[src/rtl/tank_pkg.sv]
// Shared types and constants for the tank game fire control path.
// Used by shell_fire_ctrl and fire_channel.
package tank_pkg;

   typedef enum logic [1:0] {
      StReady = 2'd0,
      StFire  = 2'd1,
      StCool  = 2'd2
   } fire_state_t;

   localparam int unsigned SHELL_NUM = 5;
   localparam int unsigned AMMO_W    = 3;

endpackage

[src/rtl/fire_channel.sv]
// One player's fire scheduler: trigger detect, READY/FIRE/COOL FSM, cooldown and ammo reload.
// Define SHELL_FIRE_AUTOREPEAT_EN to fire on button level instead of rising edge.
module fire_channel
   import tank_pkg::*;
#(
   parameter int unsigned COOLDOWN = 4_000_000,
   parameter int unsigned RELOAD   = 25_000_000,
   parameter int unsigned AMMO_MAX = 5
) (
   input  logic                 clk,
   input  logic                 rst,
   input  logic                 game_active,
   input  logic                 btn,
   input  logic [SHELL_NUM-1:0] shell_free,
   output logic                 fire,
   output logic [AMMO_W-1:0]    ammo,
   output logic                 busy
);

   localparam int unsigned CD_W = $clog2(COOLDOWN + 1);
   localparam int unsigned RL_W = $clog2(RELOAD + 1);

   localparam logic [CD_W-1:0]   CD_LOAD   = CD_W'(COOLDOWN - 1);
   localparam logic [RL_W-1:0]   RL_LAST   = RL_W'(RELOAD - 1);
   localparam logic [AMMO_W-1:0] AMMO_FULL = AMMO_W'(AMMO_MAX);

   fire_state_t       state_q, state_d;
   logic              btn_q;
   logic [CD_W-1:0]   cd_q, cd_d;
   logic [RL_W-1:0]   rl_q, rl_d;
   logic [AMMO_W-1:0] ammo_q, ammo_d;

   logic trig;
   logic fire_go;
   logic full;
   logic reload_tick;

`ifdef SHELL_FIRE_AUTOREPEAT_EN
   // Level trigger; the edge term keeps fresh presses behaving as in the edge build.
   assign trig = btn | (btn & ~btn_q);
`else
   assign trig = btn & ~btn_q;
`endif

   assign fire_go = game_active && (state_q == StReady) && trig &&
                    (ammo_q != '0) && (|shell_free);

   assign full        = (ammo_q >= AMMO_FULL);
   assign reload_tick = !full && (rl_q == RL_LAST);

   // State register
   always_ff @(posedge clk or posedge rst) begin
      if (rst) begin
         state_q <= StReady;
      end else begin
         state_q <= state_d;
      end
   end

   // Next-state logic; a dropped round forces READY regardless of state
   always_comb begin
      state_d = state_q;
      if (!game_active) begin
         state_d = StReady;
      end else begin
         case (state_q)
            StReady: if (fire_go) state_d = StFire;
            StFire:  state_d = StCool;
            StCool:  if (cd_q == '0) state_d = StReady;
            default: state_d = StReady;
         endcase
      end
   end

   // Outputs decoded straight from the state register
   always_comb begin
      fire = 1'b0;
      busy = 1'b0;
      case (state_q)
         StFire:  begin fire = 1'b1; busy = 1'b1; end
         StCool:  busy = 1'b1;
         default: ;
      endcase
   end

   always_comb begin
      cd_d = cd_q;
      if (!game_active) begin
         cd_d = '0;
      end else if (state_q == StFire) begin
         cd_d = CD_LOAD;
      end else if ((state_q == StCool) && (cd_q != '0)) begin
         cd_d = cd_q - 1'b1;
      end
   end

   // A shot and a reload tick on the same edge cancel; the reload counter still clears.
   always_comb begin
      rl_d   = rl_q;
      ammo_d = ammo_q;
      if (!game_active) begin
         rl_d   = '0;
         ammo_d = AMMO_FULL;
      end else begin
         if (full || reload_tick) begin
            rl_d = '0;
         end else begin
            rl_d = rl_q + 1'b1;
         end
         case ({fire_go, reload_tick})
            2'b10:   ammo_d = ammo_q - 1'b1;
            2'b01:   ammo_d = ammo_q + 1'b1;
            default: ammo_d = ammo_q;
         endcase
      end
   end

   always_ff @(posedge clk or posedge rst) begin
      if (rst) begin
         btn_q  <= 1'b0;
         cd_q   <= '0;
         rl_q   <= '0;
         ammo_q <= AMMO_FULL;
      end else begin
         btn_q  <= btn;
         cd_q   <= cd_d;
         rl_q   <= rl_d;
         ammo_q <= ammo_d;
      end
   end

   assign ammo = ammo_q;

endmodule

[src/rtl/shell_fire_ctrl.sv]
// Two independent fire channels feeding the shell block and the ammo HUD.
// Define SHELL_FIRE_AUTOREPEAT_EN to enable hold-to-repeat firing.
module shell_fire_ctrl
   import tank_pkg::*;
#(
   parameter int unsigned COOLDOWN = 4_000_000,
   parameter int unsigned RELOAD   = 25_000_000,
   parameter int unsigned AMMO_MAX = 5
) (
   input  logic                 clk,
   input  logic                 rst,
   input  logic                 game_active,
   input  logic                 btn_1,
   input  logic                 btn_2,
   input  logic [SHELL_NUM-1:0] shell_free_1,
   input  logic [SHELL_NUM-1:0] shell_free_2,
   output logic                 fire_1,
   output logic                 fire_2,
   output logic                 valid_give_shell_1,
   output logic                 valid_give_shell_2,
   output logic [AMMO_W-1:0]    ammo_1,
   output logic [AMMO_W-1:0]    ammo_2,
   output logic                 busy_1,
   output logic                 busy_2
);

   fire_channel #(
      .COOLDOWN (COOLDOWN),
      .RELOAD   (RELOAD),
      .AMMO_MAX (AMMO_MAX)
   ) u_chan_1 (
      .clk         (clk),
      .rst         (rst),
      .game_active (game_active),
      .btn         (btn_1),
      .shell_free  (shell_free_1),
      .fire        (fire_1),
      .ammo        (ammo_1),
      .busy        (busy_1)
   );

   fire_channel #(
      .COOLDOWN (COOLDOWN),
      .RELOAD   (RELOAD),
      .AMMO_MAX (AMMO_MAX)
   ) u_chan_2 (
      .clk         (clk),
      .rst         (rst),
      .game_active (game_active),
      .btn         (btn_2),
      .shell_free  (shell_free_2),
      .fire        (fire_2),
      .ammo        (ammo_2),
      .busy        (busy_2)
   );

   assign valid_give_shell_1 = fire_1;
   assign valid_give_shell_2 = fire_2;

endmodule

[config.mk]
export PLATFORM = sky130hd
export DESIGN_NAME = shell_fire_ctrl
export DESIGN_NICKNAME = d
export VERILOG_FILES = /design/src/rtl/tank_pkg.sv /design/src/rtl/fire_channel.sv /design/src/rtl/shell_fire_ctrl.sv
export SDC_FILE = /design/constraint.sdc
export NUM_CORES = 1
export LEC_CHECK = 0
export CAP_MARGIN = 0
export CORE_UTILIZATION = 40
export DETAILED_ROUTE_END_ITERATION = 12
export GPL_TIMING_DRIVEN = 0
export PLACE_DENSITY = 0.64
export REMOVE_ABC_BUFFERS = 1
export SLEW_MARGIN = 10
export SYNTH_ARGS = -nofsm -noshare
export SYNTH_HDL_FRONTEND = slang
export SYNTH_SLANG_ARGS = --single-unit
export TNS_END_PERCENT = 100
[constraint.sdc]
create_clock -name clk -period 3.7 [get_ports clk]
set_input_delay 0.925 -clock clk [delete_from_list [all_inputs] [get_ports clk]]
set_output_delay 0.925 -clock clk [all_outputs]
set_load 0.005 [all_outputs]
==> results of run 1 <==
-- synth_stat cells, drive strengths merged, types with 3 or more instances --
master,instances
a211oi,4
a21oi,25
a31oi,3
and2,6
and3,13
and4,7
and4b,3
buf,6
clkbuf,23
dfrtp,102
dfstp,4
ha,12
inv,23
mux2i,5
nand2,25
nand3,30
nand4,23
nand4b,3
nor2,86
nor3,18
nor3b,4
nor4,12
nor4b,6
o2111ai,3
o211ai,10
o21a,9
o21ai,8
o311a,3
o31ai,4
o41ai,3
or2,3
or3,9
or4,14
xnor2,25
xor2,50
-- kinds of logic after synthesis --
group	Yosys count	share of synthesized area, %
adder cells (fa/ha/maj)	14	3.24
buffers and inverters	52	3.80
AO/OA/AOI/OAI	85	10.0
flip-flops	106	45.3
multiplexers	5	0.853
XOR/XNOR	76	11.6
AND/OR/NAND/NOR	272	25.2
-- metrics by stage --
step | power (µW) | instance area (µm²) | hold WS, ns
3_5_place_dp | 1590 | 6250 | 0.494
3_3_place_gp | 1580 | 6220 | 0.473
4_1_cts | 2740 | 6610 | 0.504
5_1_grt | 2820 | 6610 | 0.552
2_1_floorplan | 1480 | 5730 | 0.453
6_report | 2710 | 6610 | 0.499
-- worst max path at each step --
stage,from,end,slack (ns),cells after the start
final,shell_free_1[0],u_chan_1.ammo[2],0.37,7
after global routing,shell_free_1[0],u_chan_1.ammo[2],0.06,7
after CTS,game_active,u_chan_1.ammo[2],0.14,7
after detailed placement,game_active,u_chan_1.ammo[2],-0.52,7
after global placement,rst,u_chan_2.cd_q[0],-1.58,2
after floorplan,rst,u_chan_1.ammo[1],-0.007,1
-- critical path: cells and delay by family --
family / cells / cell delay, ns
AO/OA/AOI/OAI: 2 / 0.58
AND/OR/NAND/NOR: 3 / 1.26
buffers and inverters: 1 / 0.40
adder cells (fa/ha/maj): 1 / 0.40
-- sequential cells by signal, summed over array words and instances, names as in the netlist --
register and count:
u_chan_1.rl_q 25, u_chan_2.rl_q 25, u_chan_1.cd_q 22, u_chan_2.cd_q 22, u_chan_1.ammo 3, u_chan_2.ammo 3, u_chan_1.state_q 2, u_chan_2.state_q 2
u_chan_1.btn_q 1, u_chan_2.btn_q 1
-- report_power, final --
group | internal (µW) | switching [µW] | total [µW]
Clock | 691 | 451 | 1140
Sequential | 1190 | 32.0 | 1220
Combinational | 128 | 219 | 347
Total | 2010 | 703 | 2710
-- layer usage --
metal	wire length [µm]	vias up	GRT usage [%]
met3	374	11	4.43
li1	-	2194	-
met2	6150	61	30.6
met1	5680	2247	22.7
met4	133	0	4.74
met5	0	-	0
-- layout make-up --
cell class | count | area (µm²) | area share [%]
clock inverters | 6 | 121 | 1.84
clock buffers | 10 | 239 | 3.62
flip-flops and latches | 106 | 2660 | 40.2
multi-input cells | 452 | 2990 | 45.2
well taps | 180 | 225 | 3.41
repair buffers | 27 | 283 | 4.28
inverters | 23 | 91.3 | 1.38
==> flow_summary_export.csv, run 1 <==
group,metric,value,unit
status,outcome,"finished clean",
detailed_routing,drtIter0Drc,258,
logic_synthesis,async_flop_share,100,%
final_layout,instances_no_fill,804,
hold_path,hp-class,"reg2reg",
place,dpl_worst_slack,-0.515,ns
clocking,cts-root-buf,"clkbuf_16",
setup_path,criticalPathCategory,"in2reg",
floorplanning,die_h,123,µm
pwr,powerDensity,410,nW/µm²
logic_synthesis,yosysUniqueCellTypes,61,
floorplanning,rows,43,
clocking,htreeDepth,3,
clocking,post_cts_resized,1,
timing,layout_setup_ws,0.374,ns
timing,worst_slew_pin_slew,1.13,ns
final_layout,layout_commonest_cell,"dfrtp_1",
logic_synthesis,yosysWarningCount,0,
detailed_routing,dr.pass1.iters,5,
clocking,postCtsSetupBuffers,0,
floorplanning,core_area,14100,µm²
setup_path,critPathRequiredTime,3.94,ns
setup_path,r2r_setup_slack,0.81,ns
logic_synthesis,synth_top_flop_cell,"dfrtp_1",
final_layout,drive_gt1_share,5.45,%
clocking,path_clk_slew,0.07,ns
place,placed_cells,788,
timing,period_needed,3.33,ns
detailed_routing,viasPerCell,5.61,
setup_path,crit_chain,"clkdlybuf4s50_1 > nor4_1 > a211oi_1 > nor4_1 > fa_1 > nor4b_1 > o311ai_0",
global_routing,first_global_vias,4633,
setup_path,end_kind,"flip-flop",
global_routing,antenna_found_initial,0,
hold_path,hold_depth,1,
setup_path,arrival,3.57,ns
timing,hold_violations,0,
clocking,cts_hold_buffers,0,
timing,fmax,301,MHz
floorplanning,start_util,41.6,%
floorplanning,ioPinCount,27,
setup_path,r2r-start,"u_chan_2.cd_q[17]",
flow_run,maxCapViolations,0,
clocking,cts_buffers,9,
global_routing,grt_first_pass_wirelength,21600,µm
timing,maxSlewHeadroom,24.2,%
timing,drv_slew,0,
setup_path,startpoint_type,"input pin",
logic_synthesis,synth-seq-area-share,45.3,%
place,gp_congestion,0.767,
clocking,clockBufferDepth,2,
setup_path,timing.rr.end,"u_chan_2.cd_q[0]",
logic_synthesis,synth_area,5870,µm²
final_layout,layout_common_cells,"dfrtp_1 (102), nor2_1 (86), xor2_1 (50)",
timing,rsz0062_at_grt,"false",
place,portBuffers,26,
detailed_routing,ant_nets,0,
floorplanning,die_area,15200,µm²
pwr,peakVddDrop,248,µV
detailed_routing,wl,12300,µm
logic_synthesis,synth_area_per_cell,9.62,µm²
floorplanning,die_w,123,µm
setup_path,crit_slowest_cell,"nor4_1",
setup_path,slowest_delay,0.76,ns
timing,fin_crit_sh,89.9,%
place,hpwl,8500,µm
logic_synthesis,synth-edff-count,0,
pwr,p_leak,0.00275,µW
clocking,clk_latency,0.35,ns
final_layout,nFillCells,1342,
final_layout,finalNetCount,648,
logic_synthesis,synth.top_cells.by_area,"dfrtp_1 (43%), xor2_1 (7.5%), nor2_1 (5.5%)",
final_layout,antennaDiodeCount,0,
detailed_routing,wl_per_cell,15.3,µm
global_routing,grt_max_degree,72,
timing,setup_viol,0,
setup_path,r2r_cells,5,
logic_synthesis,synth_seq_cells,106,
hold_path,holdPathEnd,"u_chan_2.rl_q[0]",
detailed_routing,vias,4513,
logic_synthesis,synth_top_area_share,43.5,%
global_routing,grt_overflow,0,
final_layout,final_util,46.9,%
clocking,cts_tree,"done",
setup_path,cp_max_fo,6,
timing,skew,0.00798,ns
detailed_routing,route.detailed.drc,0,
hold_path,worstHoldStart,"u_chan_2.rl_q[0]",
timing,finalSetupTns,0,ns
final_layout,area.growth.synth_to_final,12.6,%
setup_path,path_common_cell,"nor4_1",
logic_synthesis,synth_cells,610,
logic_synthesis,yosys.area.top_type,"dfrtp_1",
clocking,cts.sinks,106,
global_routing,track_usage,18.0,%
Power figures use the tool's default switching activity.
==> run 2: changes to the inputs <==
--- a/config.mk
+++ b/config.mk
@@ -9,8 +9,8 @@
 export CORE_UTILIZATION = 40
 export DETAILED_ROUTE_END_ITERATION = 12
 export GPL_TIMING_DRIVEN = 0
-export PLACE_DENSITY = 0.64
 export REMOVE_ABC_BUFFERS = 1
+export SKIP_CTS_REPAIR_TIMING = 1
 export SLEW_MARGIN = 10
 export SYNTH_ARGS = -nofsm -noshare
 export SYNTH_HDL_FRONTEND = slang
==> flow_summary_export.csv, run 2 (synthesized netlist as in run 1, its figures left out) <==
group,metric,value,unit
final_layout,fin_area,6530,µm²
clocking,cts-root-buf,"clkbuf_16",
final_layout,nFillCells,1350,
final_layout,instances_no_fill,804,
floorplanning,rows,43,
final_layout,seqCellArea,2660,µm²
hold_path,worstHoldStart,"u_chan_2.rl_q[0]",
timing,period_needed,3.35,ns
pwr,p_leak,0.00271,µW
place,dpl_worst_slack,-0.771,ns
place,placed_cell_area,6250,µm²
pwr,peakVddDrop,206,µV
timing,rsz0062_at_grt,"false",
global_routing,first_global_vias,4406,
final_layout,multiInputGateArea,2990,µm²
clocking,path_clk_slew,0.07,ns
place,placed_cells,788,
setup_path,r2r-start,"u_chan_1.state_q[1]",
setup_path,end_kind,"flip-flop",
global_routing,track_usage,17.9,%
final_layout,largestRegisters,"u_chan_1.rl_q x25, u_chan_2.rl_q x25",
setup_path,critPathRequiredTime,3.94,ns
timing,fin_crit_sh,90.6,%
timing,maxSlewHeadroom,22.2,%
floorplanning,core_area,14100,µm²
detailed_routing,dr.pass1.iters,5,
hold_path,hp-class,"reg2reg",
detailed_routing,drtIter0Drc,272,
final_layout,finalNetCount,648,
flow_run,maxCapViolations,0,
detailed_routing,wl_per_cell,15.3,µm
setup_path,criticalPathCategory,"in2reg",
clocking,cts.sinks,106,
final_layout,antennaDiodeCount,0,
global_routing,grt_overflow,0,
timing,drv_slew,0,
detailed_routing,route.detailed.drc,0,
floorplanning,ioPinCount,27,
setup_path,r2r_setup_slack,0.84,ns
floorplanning,die_h,123,µm
place,gp_congestion,0.772,
detailed_routing,vias,4503,
setup_path,cp_max_fo,6,
status,outcome,"finished clean",
final_layout,final_util,46.3,%
clocking,cts_tree,"done",
setup_path,arrival,3.60,ns
timing,finalSetupTns,0,ns
hold_path,holdPathEnd,"u_chan_2.rl_q[0]",
setup_path,startpoint_type,"input pin",
final_layout,layout_common_cells,"dfrtp_1 (102), nor2_1 (86), xor2_1 (50)",
final_layout,area.growth.synth_to_final,11.3,%
clocking,cts_buffers,9,
global_routing,grt_first_pass_wirelength,21300,µm
detailed_routing,wl,12300,µm
timing,worst_slew_pin_slew,1.16,ns
clocking,htreeDepth,3,
setup_path,r2r_cells,9,
clocking,clockBufferDepth,2,
timing,hold_violations,0,
timing,skew,0.00768,ns
setup_path,timing.rr.end,"u_chan_1.ammo[2]",
global_routing,grt_max_degree,87,
final_layout,layout_commonest_cell,"dfrtp_1",
clocking,clk_latency,0.36,ns
timing,setup_viol,0,
global_routing,antenna_found_initial,0,
detailed_routing,viasPerCell,5.60,
detailed_routing,ant_nets,0,
place,hpwl,8250,µm
pwr,powerDensity,384,nW/µm²
floorplanning,die_area,15200,µm²
timing,layout_setup_ws,0.346,ns
timing,fmax,298,MHz
floorplanning,die_w,123,µm
final_layout,drive_gt1_share,5.45,%
place,portBuffers,26,
floorplanning,start_util,41.6,%
hold_path,hold_depth,1,
==> run 2: worst max path at each step <==
stage                                    to       startpoint
after floorplan            u_chan_1.ammo[1]              rst
after global placement    u_chan_1.cd_q[14]              rst
after detailed placement   u_chan_1.ammo[2]      game_active
after CTS                  u_chan_1.ammo[2]      game_active
after global routing       u_chan_1.ammo[2]  shell_free_1[0]
final                      u_chan_1.ammo[2]  shell_free_1[0]
==> run 2: through the flow <==
stage	power [µW]	hold slack (ns)
2_1_floorplan	1480	0.453
3_3_place_gp	1580	0.478
3_5_place_dp	1590	0.486
4_1_cts	2540	0.497
5_1_grt	2630	0.516
6_report	2510	0.496
==> run 2: worst max-delay path, cell delays in order <==
cell and delay (ns):
clkdlybuf4s50_1 0.41, nor4_1 0.49, a211oi_1 0.29, nor4_1 0.70, fa_1 0.37, nor4b_1 0.07, o311ai_0 0.33
==> run 2: cell type report <==
class | instances | share of cell area (%)
inverters | 23 | 1.40
well taps | 180 | 3.45
flip-flops and latches | 106 | 40.7
repair buffers | 27 | 4.33
clock buffers | 10 | 3.66
clock inverters | 6 | 0.728
multi-input cells | 452 | 45.7
==> run 2: where the power goes <==
group	internal (µW)	switching [µW]	total, µW
Combinational	128	224	351
Sequential	1190	31.0	1220
Clock	483	452	935
Total	1800	707	2510
==> run 2: metal layers <==
metal  track usage (%)  up-vias  routed length, µm
li1                  -     2200                  -
met1              24.6     2232               5970
met2              28.3       58               5770
met3              3.87       13                369
met4              5.42        0                168
met5                 0        -                  0
==> run 3: changes to the inputs <==
--- a/config.mk
+++ b/config.mk
@@ -5,11 +5,14 @@
 export SDC_FILE = /design/constraint.sdc
 export NUM_CORES = 1
 export LEC_CHECK = 0
+export ABC_AREA = 1
 export CAP_MARGIN = 0
 export CORE_UTILIZATION = 40
+export CTS_CLUSTER_DIAMETER = 40
 export DETAILED_ROUTE_END_ITERATION = 12
 export GPL_TIMING_DRIVEN = 0
 export REMOVE_ABC_BUFFERS = 1
+export SETUP_SLACK_MARGIN = 0.15
 export SKIP_CTS_REPAIR_TIMING = 1
 export SLEW_MARGIN = 10
 export SYNTH_ARGS = -nofsm -noshare
==> flow_summary_export.csv, run 3 <==
group,metric,value,unit
timing,fin_crit_sh,86.2,%
global_routing,grt_first_pass_wirelength,25000,µm
detailed_routing,wl,14200,µm
global_routing,first_global_vias,5287,
timing,worst_slew_pin_slew,0.875,ns
clocking,path_clk_slew,0.07,ns
timing,fmax,314,MHz
detailed_routing,ant_nets,0,
status,outcome,"finished clean",
logic_synthesis,synth-seq-area-share,40.3,%
global_routing,grt_overflow,0,
hold_path,hp-class,"reg2reg",
floorplanning,core_area,16000,µm²
floorplanning,die_h,130,µm
detailed_routing,viasPerCell,4.77,
timing,timing.hold.ws,0.496,ns
clocking,htreeDepth,3,
clocking,clk_latency,0.36,ns
clocking,cts_tree,"done",
place,hpwl,10100,µm
logic_synthesis,synthTopCellsByCount,"nand2_1 (293), nor2_1 (183), dfrtp_1 (102)",
final_layout,antennaDiodeCount,0,
floorplanning,rows,46,
floorplanning,start_util,41.2,%
timing,setup_viol,0,
global_routing,track_usage,18.6,%
final_layout,finalNetCount,1001,
timing,finalSetupTns,0,ns
logic_synthesis,synth_cells,949,
logic_synthesis,yosysWarningCount,0,
logic_synthesis,synth_top_area_share,38.7,%
flow_run,maxCapViolations,0,
logic_synthesis,synth-edff-count,0,
setup_path,criticalPathCategory,"in2reg",
detailed_routing,dr.pass1.iters,6,
place,gp_congestion,0.874,
final_layout,layout_commonest_cell,"nand2_1",
logic_synthesis,synth_seq_cells,106,
final_layout,area.growth.synth_to_final,11.5,%
timing,skew,0.00841,ns
logic_synthesis,synth_area,6590,µm²
place,portBuffers,26,
logic_synthesis,synth.top_cells.by_area,"dfrtp_1 (39%), nand2_1 (17%), nor2_1 (10%)",
floorplanning,die_area,17000,µm²
timing,period_needed,3.19,ns
setup_path,critPathRequiredTime,3.99,ns
final_layout,nFillCells,1689,
pwr,p_leak,0.00354,µW
clocking,cts.sinks,106,
pwr,powerDensity,560,nW/µm²
timing,layout_setup_ws,0.511,ns
detailed_routing,vias,5695,
detailed_routing,drtIter0Drc,336,
logic_synthesis,synth_top_flop_cell,"dfrtp_1",
logic_synthesis,yosysUniqueCellTypes,36,
setup_path,startpoint_type,"input pin",
clocking,cts-root-buf,"clkbuf_16",
setup_path,arrival,3.48,ns
detailed_routing,route.detailed.drc,0,
logic_synthesis,synth_area_per_cell,6.95,µm²
clocking,clockBufferDepth,2,
timing,drv_slew,0,
logic_synthesis,async_flop_share,100,%
setup_path,end_kind,"flip-flop",
place,dpl_worst_slack,0.128,ns
logic_synthesis,synth_most_common_cell,"nand2_1",
timing,hold_violations,0,
floorplanning,ioPinCount,27,
timing,rsz0062_at_grt,"false",
final_layout,largestRegisters,"u_chan_1.rl_q x25, u_chan_2.rl_q x25",
global_routing,grt_max_degree,78,
setup_path,cp_max_fo,24,
final_layout,drive_gt1_share,4.61,%
floorplanning,die_w,130,µm
pwr,peakVddDrop,297,µV
clocking,cts_buffers,9,
global_routing,antenna_found_initial,0,
final_layout,layout_common_cells,"nand2_1 (293), nor2_1 (183), dfrtp_1 (102)",
timing,maxSlewHeadroom,41.5,%
detailed_routing,wl_per_cell,11.9,µm
logic_synthesis,yosys.area.top_type,"dfrtp_1",
[run 3: cell families (layout without fill, tap and decap cells)]
group	count (synthesis)	after routing	synth area share, %
AND/OR/NAND/NOR	628	628	40.2
buffers and inverters	113	141	7.19
flip-flops	106	106	40.3
AO/OA/AOI/OAI	47	47	3.98
XOR/XNOR	41	41	5.45
adder cells (fa/ha/maj)	14	14	2.88
[run 3: final timing paths]
check | from | endpoint | slack (ns) | cells past startpoint
hold / removal | u_chan_1.cd_q[0] | u_chan_1.cd_q[0] | 0.50 | 2
hold reg to reg | u_chan_1.cd_q[0] | u_chan_1.cd_q[0] | 0.50 | 2
max in group asynchronous | rst | u_chan_2.ammo[0] | 2.09 | 3
setup / recovery | game_active | u_chan_2.ammo[2] | 0.51 | 12
setup reg to reg | u_chan_1.rl_q[0] | u_chan_1.ammo[1] | 1.26 | 13
min in group asynchronous | rst | u_chan_1.cd_q[1] | 0.91 | 2
[run 3: worst max-delay path, stage by stage]
cell and delay, ns:
clkdlybuf4s50_1 1.04, nand2_1 0.19, nor2_1 0.14, nand3_1 0.12, inv_1 0.14, nor2_1 0.08, fa_1 0.38, xor2_1 0.16
nand3_1 0.08, nand2_1 0.05, nor2_1 0.11, nand2_1 0.06
[run 3: metal layers]
| layer | part of all wire (%) | vias up | track usage, % | wire (µm) |
|---|---|---|---|---|
| met5 | 0 | - | 0 | 0 |
| met4 | 1.9 | 0 | 6.90 | 269 |
| met3 | 3.7 | 19 | 3.09 | 519 |
| met2 | 43 | 101 | 28.4 | 6120 |
| met1 | 51 | 2539 | 26.4 | 7240 |
| li1 | - | 3036 | - | - |
[run 3: layout make-up]
type	count	area (µm²)	share of cell area, %
inverters	98	373	5.07
clock inverters	7	77.6	1.05
flip-flops and latches	106	2660	36.1
repair buffers	27	288	3.91
clock buffers	9	225	3.06
well taps	216	270	3.68
multi-input cells	730	3460	47.1
[run 3: report_power, final]
group          switching, µW  internal [µW]  leakage, µW
Sequential               158           1310      0.00143
Combinational           1020            624      0.00196
Clock                    470            531     0.000140
[run 3: metrics by stage]
step	total power, µW	cell area (µm²)	util, %	cells
2_1_floorplan	2710	6490	-	934
3_3_place_gp	3140	7020	43.9	1176
3_5_place_dp	3150	7050	44.1	1177
4_1_cts	4170	7350	46.0	1193
5_1_grt	4500	7350	46.0	1193
6_report	4120	7350	46.0	1193
